$ cat src/rtl/iecdrv_pkg.sv
// Shared definitions for the IEC drive block: arbiter states and the
// round-robin search helper used to pick the next drive for the SD port.
package iecdrv_pkg;

    localparam int unsigned IECDRV_MAX_DRIVES = 4;

    typedef enum logic [1:0] {
        SD_IDLE,
        SD_REQ,
        SD_XFER,
        SD_DONE
    } sd_arb_state_t;

    // Returns {hit, idx}: first requesting drive after ptr, wrapping modulo ndr.
    function automatic logic [2:0] rr_next(
        input logic [1:0]  ptr,
        input logic [3:0]  req,
        input int unsigned ndr
    );
        logic       hit;
        logic [1:0] idx;
        logic [1:0] cand;
        hit  = 1'b0;
        idx  = '0;
        cand = '0;
        for (int unsigned k = 1; k <= IECDRV_MAX_DRIVES; k++) begin
            if (k <= ndr) begin
                cand = 2'((32'(ptr) + k) % ndr);
                if (!hit && req[cand]) begin
                    hit = 1'b1;
                    idx = cand;
                end
            end
        end
        return {hit, idx};
    endfunction

endpackage

$ cat src/rtl/iecdrv_rr_pick.sv
// Combinational round-robin picker: first requester after the pointer.
module iecdrv_rr_pick
    import iecdrv_pkg::*;
#(
    parameter int unsigned NDR = 2
) (
    input  logic [3:0] req_i,
    input  logic [1:0] ptr_i,
    output logic       valid_o,
    output logic [1:0] idx_o
);

    always_comb begin
        {valid_o, idx_o} = rr_next(ptr_i, req_i, NDR);
    end

endmodule

$ cat src/rtl/iecdrv_sd_arbiter.sv
// Round-robin arbiter multiplexing per-drive virtual-disk sector requests
// onto the single host block-device port.
module iecdrv_sd_arbiter
    import iecdrv_pkg::*;
#(
    parameter int unsigned NDR         = 2,
    parameter logic [23:0] REQ_TIMEOUT = 24'd16_000_000
) (
    input  logic              clk_sys,
    input  logic              reset_n,
    input  logic [31:0]       sd_lba      [NDR],
    input  logic [5:0]        sd_blk_cnt  [NDR],
    input  logic [NDR-1:0]    sd_rd,
    input  logic [NDR-1:0]    sd_wr,
    output logic [NDR-1:0]    sd_ack,
    input  logic [7:0]        sd_buff_din [NDR],
    output logic [31:0]       host_lba,
    output logic [5:0]        host_blk_cnt,
    output logic              host_rd,
    output logic              host_wr,
    input  logic              host_ack,
    output logic [7:0]        host_buff_din,
    output logic [1:0]        host_drive,
    output logic              busy,
    output logic              timeout_err
);

    sd_arb_state_t  state_q, state_d;
    logic [1:0]     sel_q, sel_d;
    logic [1:0]     ptr_q, ptr_d;
    logic [31:0]    lba_q, lba_d;
    logic [5:0]     blk_q, blk_d;
    logic           rd_dir_q, rd_dir_d;
    logic [23:0]    tmo_q, tmo_d;
    logic [NDR-1:0] ack_q, ack_d;

    // Per-drive inputs padded to the maximum drive count so a 2-bit index is always in range.
    logic [31:0]    lba_pad [IECDRV_MAX_DRIVES];
    logic [5:0]     blk_pad [IECDRV_MAX_DRIVES];
    logic [7:0]     din_pad [IECDRV_MAX_DRIVES];
    logic [3:0]     req_pad;
    logic [3:0]     rd_pad;
    logic [NDR-1:0] sel_onehot;
    logic           pick_vld;
    logic [1:0]     pick_idx;

    always_comb begin
        req_pad    = '0;
        rd_pad     = '0;
        sel_onehot = '0;
        for (int unsigned i = 0; i < IECDRV_MAX_DRIVES; i++) begin
            lba_pad[i] = '0;
            blk_pad[i] = '0;
            din_pad[i] = '0;
        end
        for (int unsigned i = 0; i < NDR; i++) begin
            lba_pad[i]    = sd_lba[i];
            blk_pad[i]    = sd_blk_cnt[i];
            din_pad[i]    = sd_buff_din[i];
            req_pad[i]    = sd_rd[i] | sd_wr[i];
            rd_pad[i]     = sd_rd[i];
            sel_onehot[i] = (2'(i) == sel_q);
        end
    end

    iecdrv_rr_pick #(
        .NDR (NDR)
    ) u_pick (
        .req_i   (req_pad),
        .ptr_i   (ptr_q),
        .valid_o (pick_vld),
        .idx_o   (pick_idx)
    );

    always_ff @(posedge clk_sys or negedge reset_n) begin
        if (!reset_n) begin
            state_q  <= SD_IDLE;
            sel_q    <= '0;
            ptr_q    <= 2'(NDR - 1);
            lba_q    <= '0;
            blk_q    <= '0;
            rd_dir_q <= 1'b0;
            tmo_q    <= '0;
            ack_q    <= '0;
        end else begin
            state_q  <= state_d;
            sel_q    <= sel_d;
            ptr_q    <= ptr_d;
            lba_q    <= lba_d;
            blk_q    <= blk_d;
            rd_dir_q <= rd_dir_d;
            tmo_q    <= tmo_d;
            ack_q    <= ack_d;
        end
    end

    always_comb begin
        state_d     = state_q;
        sel_d       = sel_q;
        ptr_d       = ptr_q;
        lba_d       = lba_q;
        blk_d       = blk_q;
        rd_dir_d    = rd_dir_q;
        tmo_d       = tmo_q;
        ack_d       = '0;
        timeout_err = 1'b0;
        case (state_q)
            SD_IDLE: begin
                if (pick_vld) begin
                    sel_d    = pick_idx;
                    lba_d    = lba_pad[pick_idx];
                    blk_d    = blk_pad[pick_idx];
                    rd_dir_d = rd_pad[pick_idx];
                    tmo_d    = '0;
                    state_d  = SD_REQ;
                end
            end
            SD_REQ: begin
                // Ack wins over a same-cycle cancel; the drive is already committed.
                if (host_ack) begin
                    ack_d   = sel_onehot;
                    state_d = SD_XFER;
                end else if (!req_pad[sel_q]) begin
                    ptr_d   = sel_q;
                    state_d = SD_IDLE;
                end else if ((REQ_TIMEOUT != '0) && (tmo_q == REQ_TIMEOUT)) begin
                    timeout_err = 1'b1;
                    ptr_d       = sel_q;
                    state_d     = SD_IDLE;
                end else begin
                    tmo_d = tmo_q + 24'd1;
                end
            end
            SD_XFER: begin
                if (host_ack) begin
                    ack_d = sel_onehot;
                end else begin
                    state_d = SD_DONE;
                end
            end
            SD_DONE: begin
                ptr_d   = sel_q;
                state_d = SD_IDLE;
            end
            default: state_d = SD_IDLE;
        endcase
    end

    assign sd_ack        = ack_q;
    assign host_lba      = lba_q;
    assign host_blk_cnt  = blk_q;
    assign host_rd       = (state_q == SD_REQ) &&  rd_dir_q;
    assign host_wr       = (state_q == SD_REQ) && !rd_dir_q;
    assign host_drive    = sel_q;
    assign host_buff_din = din_pad[sel_q];
    assign busy          = (state_q != SD_IDLE);

endmodule

$ cat config.mk
export PLATFORM = sky130hd
export DESIGN_NAME = iecdrv_sd_arbiter
export DESIGN_NICKNAME = d
export VERILOG_FILES = /design/src/rtl/iecdrv_pkg.sv /design/src/rtl/iecdrv_rr_pick.sv /design/src/rtl/iecdrv_sd_arbiter.sv
export SDC_FILE = /design/constraint.sdc
export NUM_CORES = 1
export LEC_CHECK = 0
export BUFFER_PORTS_ARGS = -buffer_cell sky130_fd_sc_hd__buf_2
export CORE_MARGIN = 2
export CORE_UTILIZATION = 44
export DETAILED_ROUTE_END_ITERATION = 7
export PLACE_DENSITY = 0.77
export SETUP_SLACK_MARGIN = 0.15
export SYNTH_ARGS = -nofsm -noshare
export SYNTH_HDL_FRONTEND = slang
export SYNTH_SLANG_ARGS = --single-unit
$ cat constraint.sdc
create_clock -name clk_sys -period 2.2 [get_ports clk_sys]
set_clock_uncertainty 0.05 [all_clocks]
set_input_delay 0.33 -clock clk_sys [delete_from_list [all_inputs] [get_ports clk_sys]]
set_output_delay 0.33 -clock clk_sys [all_outputs]
set_load 0.02 [all_outputs]
==> metrics <==
status complete, but fails checks; crit share post-route 105%; sequential-to-total area share from yosys stat 46.6%; switching share of power 43.5%; commonest cells after routing, fill and taps aside buf_2 (150), dfrtp_1 (66), nand2_1 (57); CP required 2.38 ns; combinational share of power 52.3%; CP startpoint kind flop; Num CTS Buffers 9; register share of total power 29.9%; Design Power 6.58 mW; # diodes 0; CP Class reg -> reg; Die W 95.8 um; setup total negative slack -1.38 ns; syn nets 487; FP Rows 33; met2 Usage GRT 35.9%; Longest Clk Path Bufs 2; CP max stage cell or4_4; total internal power 3.72 mW; largest net degree at the start of global routing 65; # fillers 684; GPL Wtd Cong 0.796; initial antenna violation count 0; PD cells 1220 nW/um^2; Cells after Synth 382; unrepaired setup endpoints after global routing yes; Clock Pin Slew Worst Setup and Hold Paths 0.08 ns; Worst Max-Slew Pin Slew 0.557 ns; nets@finish 670; first drt pass iteration count 4; Worst path max stage delay 0.55 ns; via count 3,607; area grow syn2layout 44.8%; critical path arrival 2.50 ns; Final Max Tran Viols 0; die area 9180 um^2; Worst Setup End Kind flop; CTS tree done; Post-Syn Area 3710 um^2; total track usage 21.8%; num ports 153; max_cap viols 0; WL per Instance 16.0 um; clk sinks 69; Psw 2.86 mW; Initial Utilization 45.4%; met1 Track Usage GR 27.7%; DRC 0; Place WS -0.0917 ns; most used cell, CP buf_6; Detailed Route WL 10,800 um; worst-path cell chain or4_4 -> nor4_4 -> buf_4 -> buf_6 -> a21oi_4 -> buf_6 -> and3_4 -> a211o_1; Clock H-tree levels 3; worst-case reg-to-reg path depth 8; first-pass GRT wire length 15,400 um; maximum vdd drop 0.000694 V; FF+latch count, synth 69; hold path depth 3; dpl cells 646; fin cells 675; post-synthesis cell type count 45; GRT met3 Usage 3.68%; hold slack final 0.203 ns; DP HPWL 7540 um; Max-slew headroom 62.9%; violated checks setup timing; Synth Warn # 0; final-report hold violation count 0; clock power share 17.8%; vias in the first global route 3,323; port buffer count 151; root buffer cell clkbuf_8; crit path time final 2.32 ns; GRT busiest layer met2; most common cell after layout, fill and taps aside buf_2; DR vias/cell 5.34; Peak Freq 431 MHz; Post-DRT Antenna Nets 0; Crit Path Max Fanout 6; leakage 2.77 nW; Avg Cell Area, Syn 9.71 um^2; Final setup viols 18; share of cells above drive strength 1 45.6%; Starting DRT DRC Count 226; setup ws final -0.120 ns; chip height 95.8 um; gr ovfl total 0; HP Class in -> reg; Worst-Skew Late Latency 0.34 ns; Core ar. 8180 um^2
-- synthesized netlist by cell type, drive strengths merged --
cell / n / area share, %
conb: 1 / 0.10
or2: 1 / 0.17
or4: 4 / 0.91
nand4b: 1 / 0.24
mux2i: 39 / 11
nor2: 11 / 1.1
dfstp: 1 / 0.71
clkbuf: 9 / 0.91
a211o: 13 / 3.1
o22ai: 1 / 0.17
o21ai: 50 / 6.7
and4: 1 / 0.24
mux2: 9 / 2.7
or4bb: 1 / 0.30
a221o: 4 / 1.1
a21oi: 6 / 0.91
nand3b: 1 / 0.20
dfrtp: 68 / 46
inv: 9 / 0.91
a41oi: 1 / 0.24
nand2: 60 / 6.1
a21o: 2 / 0.44
buf: 12 / 2.2
nand3: 12 / 1.6
nor4: 3 / 1.2
o211ai: 3 / 0.61
and2: 5 / 0.84
or3: 2 / 0.34
ha: 6 / 2.0
nand4: 9 / 1.7
o21bai: 1 / 0.20
a31oi: 3 / 0.51
and3: 15 / 2.5
o211a: 1 / 0.27
nor3: 17 / 2.3
-- cell families after synthesis --
kind of cell	after synthesis	synth area share [%]
muxes	48	13.3
DFF	69	46.6
other	1	0.101
AOI/OAI and AO/OA	85	14.2
buffers and inverters	30	3.98
and+or+nand+nor	143	19.8
adders and majority gates	6	2.02
-- final cells by class --
cell class | count | area, um^2 | area share [%]
Sequential cell | 69 | 1730 | 32.2
Timing Repair Buffer | 193 | 1240 | 23.0
Tap cell | 105 | 131 | 2.45
Clock buffer | 9 | 124 | 2.31
Clock inverter | 7 | 98.8 | 1.84
Multi-Input combinational cell | 283 | 2020 | 37.5
Inverter | 9 | 33.8 | 0.629
-- path summary, 6_finish.rpt --
check                                          start  slack [ns]                      end
setup / recovery               tmo_q[17]$_DFFE_PN0P_       -0.12    tmo_q[19]$_DFFE_PN0P_
hold / removal                              host_ack        0.20      sd_ack[0]$_DFF_PN0_
setup reg to reg               tmo_q[17]$_DFFE_PN0P_       -0.12    tmo_q[19]$_DFFE_PN0P_
hold reg to reg            host_drive[0]$_DFFE_PN0P_        0.43      sd_ack[0]$_DFF_PN0_
max in group asynchronous                    reset_n        1.08    tmo_q[10]$_DFFE_PN0P_
min in group asynchronous                    reset_n        0.46  host_lba[1]$_DFFE_PN0P_
-- critical path: cells and delay by family (launching register included) --
family          cells  cell delay (ns)
simple gates        3             0.99
buf+inv             3             0.44
compound gates      2             0.34
flops               1             0.39
-- per-layer routing --
metal	vias up	share of wire, %
met4	0	2.2
met5	-	0
met1	1721	41
li1	1753	-
met2	115	52
met3	18	4.5
-- sequential cells by signal, indices dropped and copies added (netlist names), named ones only --
name          count
host_blk_cnt      6
host_drive        1
rd_dir_q          1
state_q           1
host_lba         32
ptr_q             1
sd_ack            2
tmo_q            24
-- per-stage QoR --
| step | util (%) | instance area [um^2] |
|---|---|---|
| final | 65.7 | 5370 |
| after global routing | 65.7 | 5370 |
| after CTS | 62.8 | 5130 |
| after detailed placement | 58.4 | 4780 |
| after global placement | 58.4 | 4780 |
| after floorplan | - | 3720 |
-- repair_timing --
item,in CTS,in global routing
endpoints found under the hold margin,17,0
pin swaps,7,18
resized for setup,17,31
gates cloned,1,4
setup buffers,4,3
hold buffers,1,0
endpoints found under the setup margin,26,29
-- power groups by stage --
stage          combinational, mW  clock, mW  sequential (mW)
5_1_grt                     3.73       1.25             2.03
4_1_cts                     3.21       1.18             1.97
6_report                    3.44       1.17             1.97
2_1_floorplan               1.56          0             2.42
3_3_place_gp                2.96          0             1.97
3_5_place_dp                3.06          0             1.98
(Power assumes the default switching activity.)
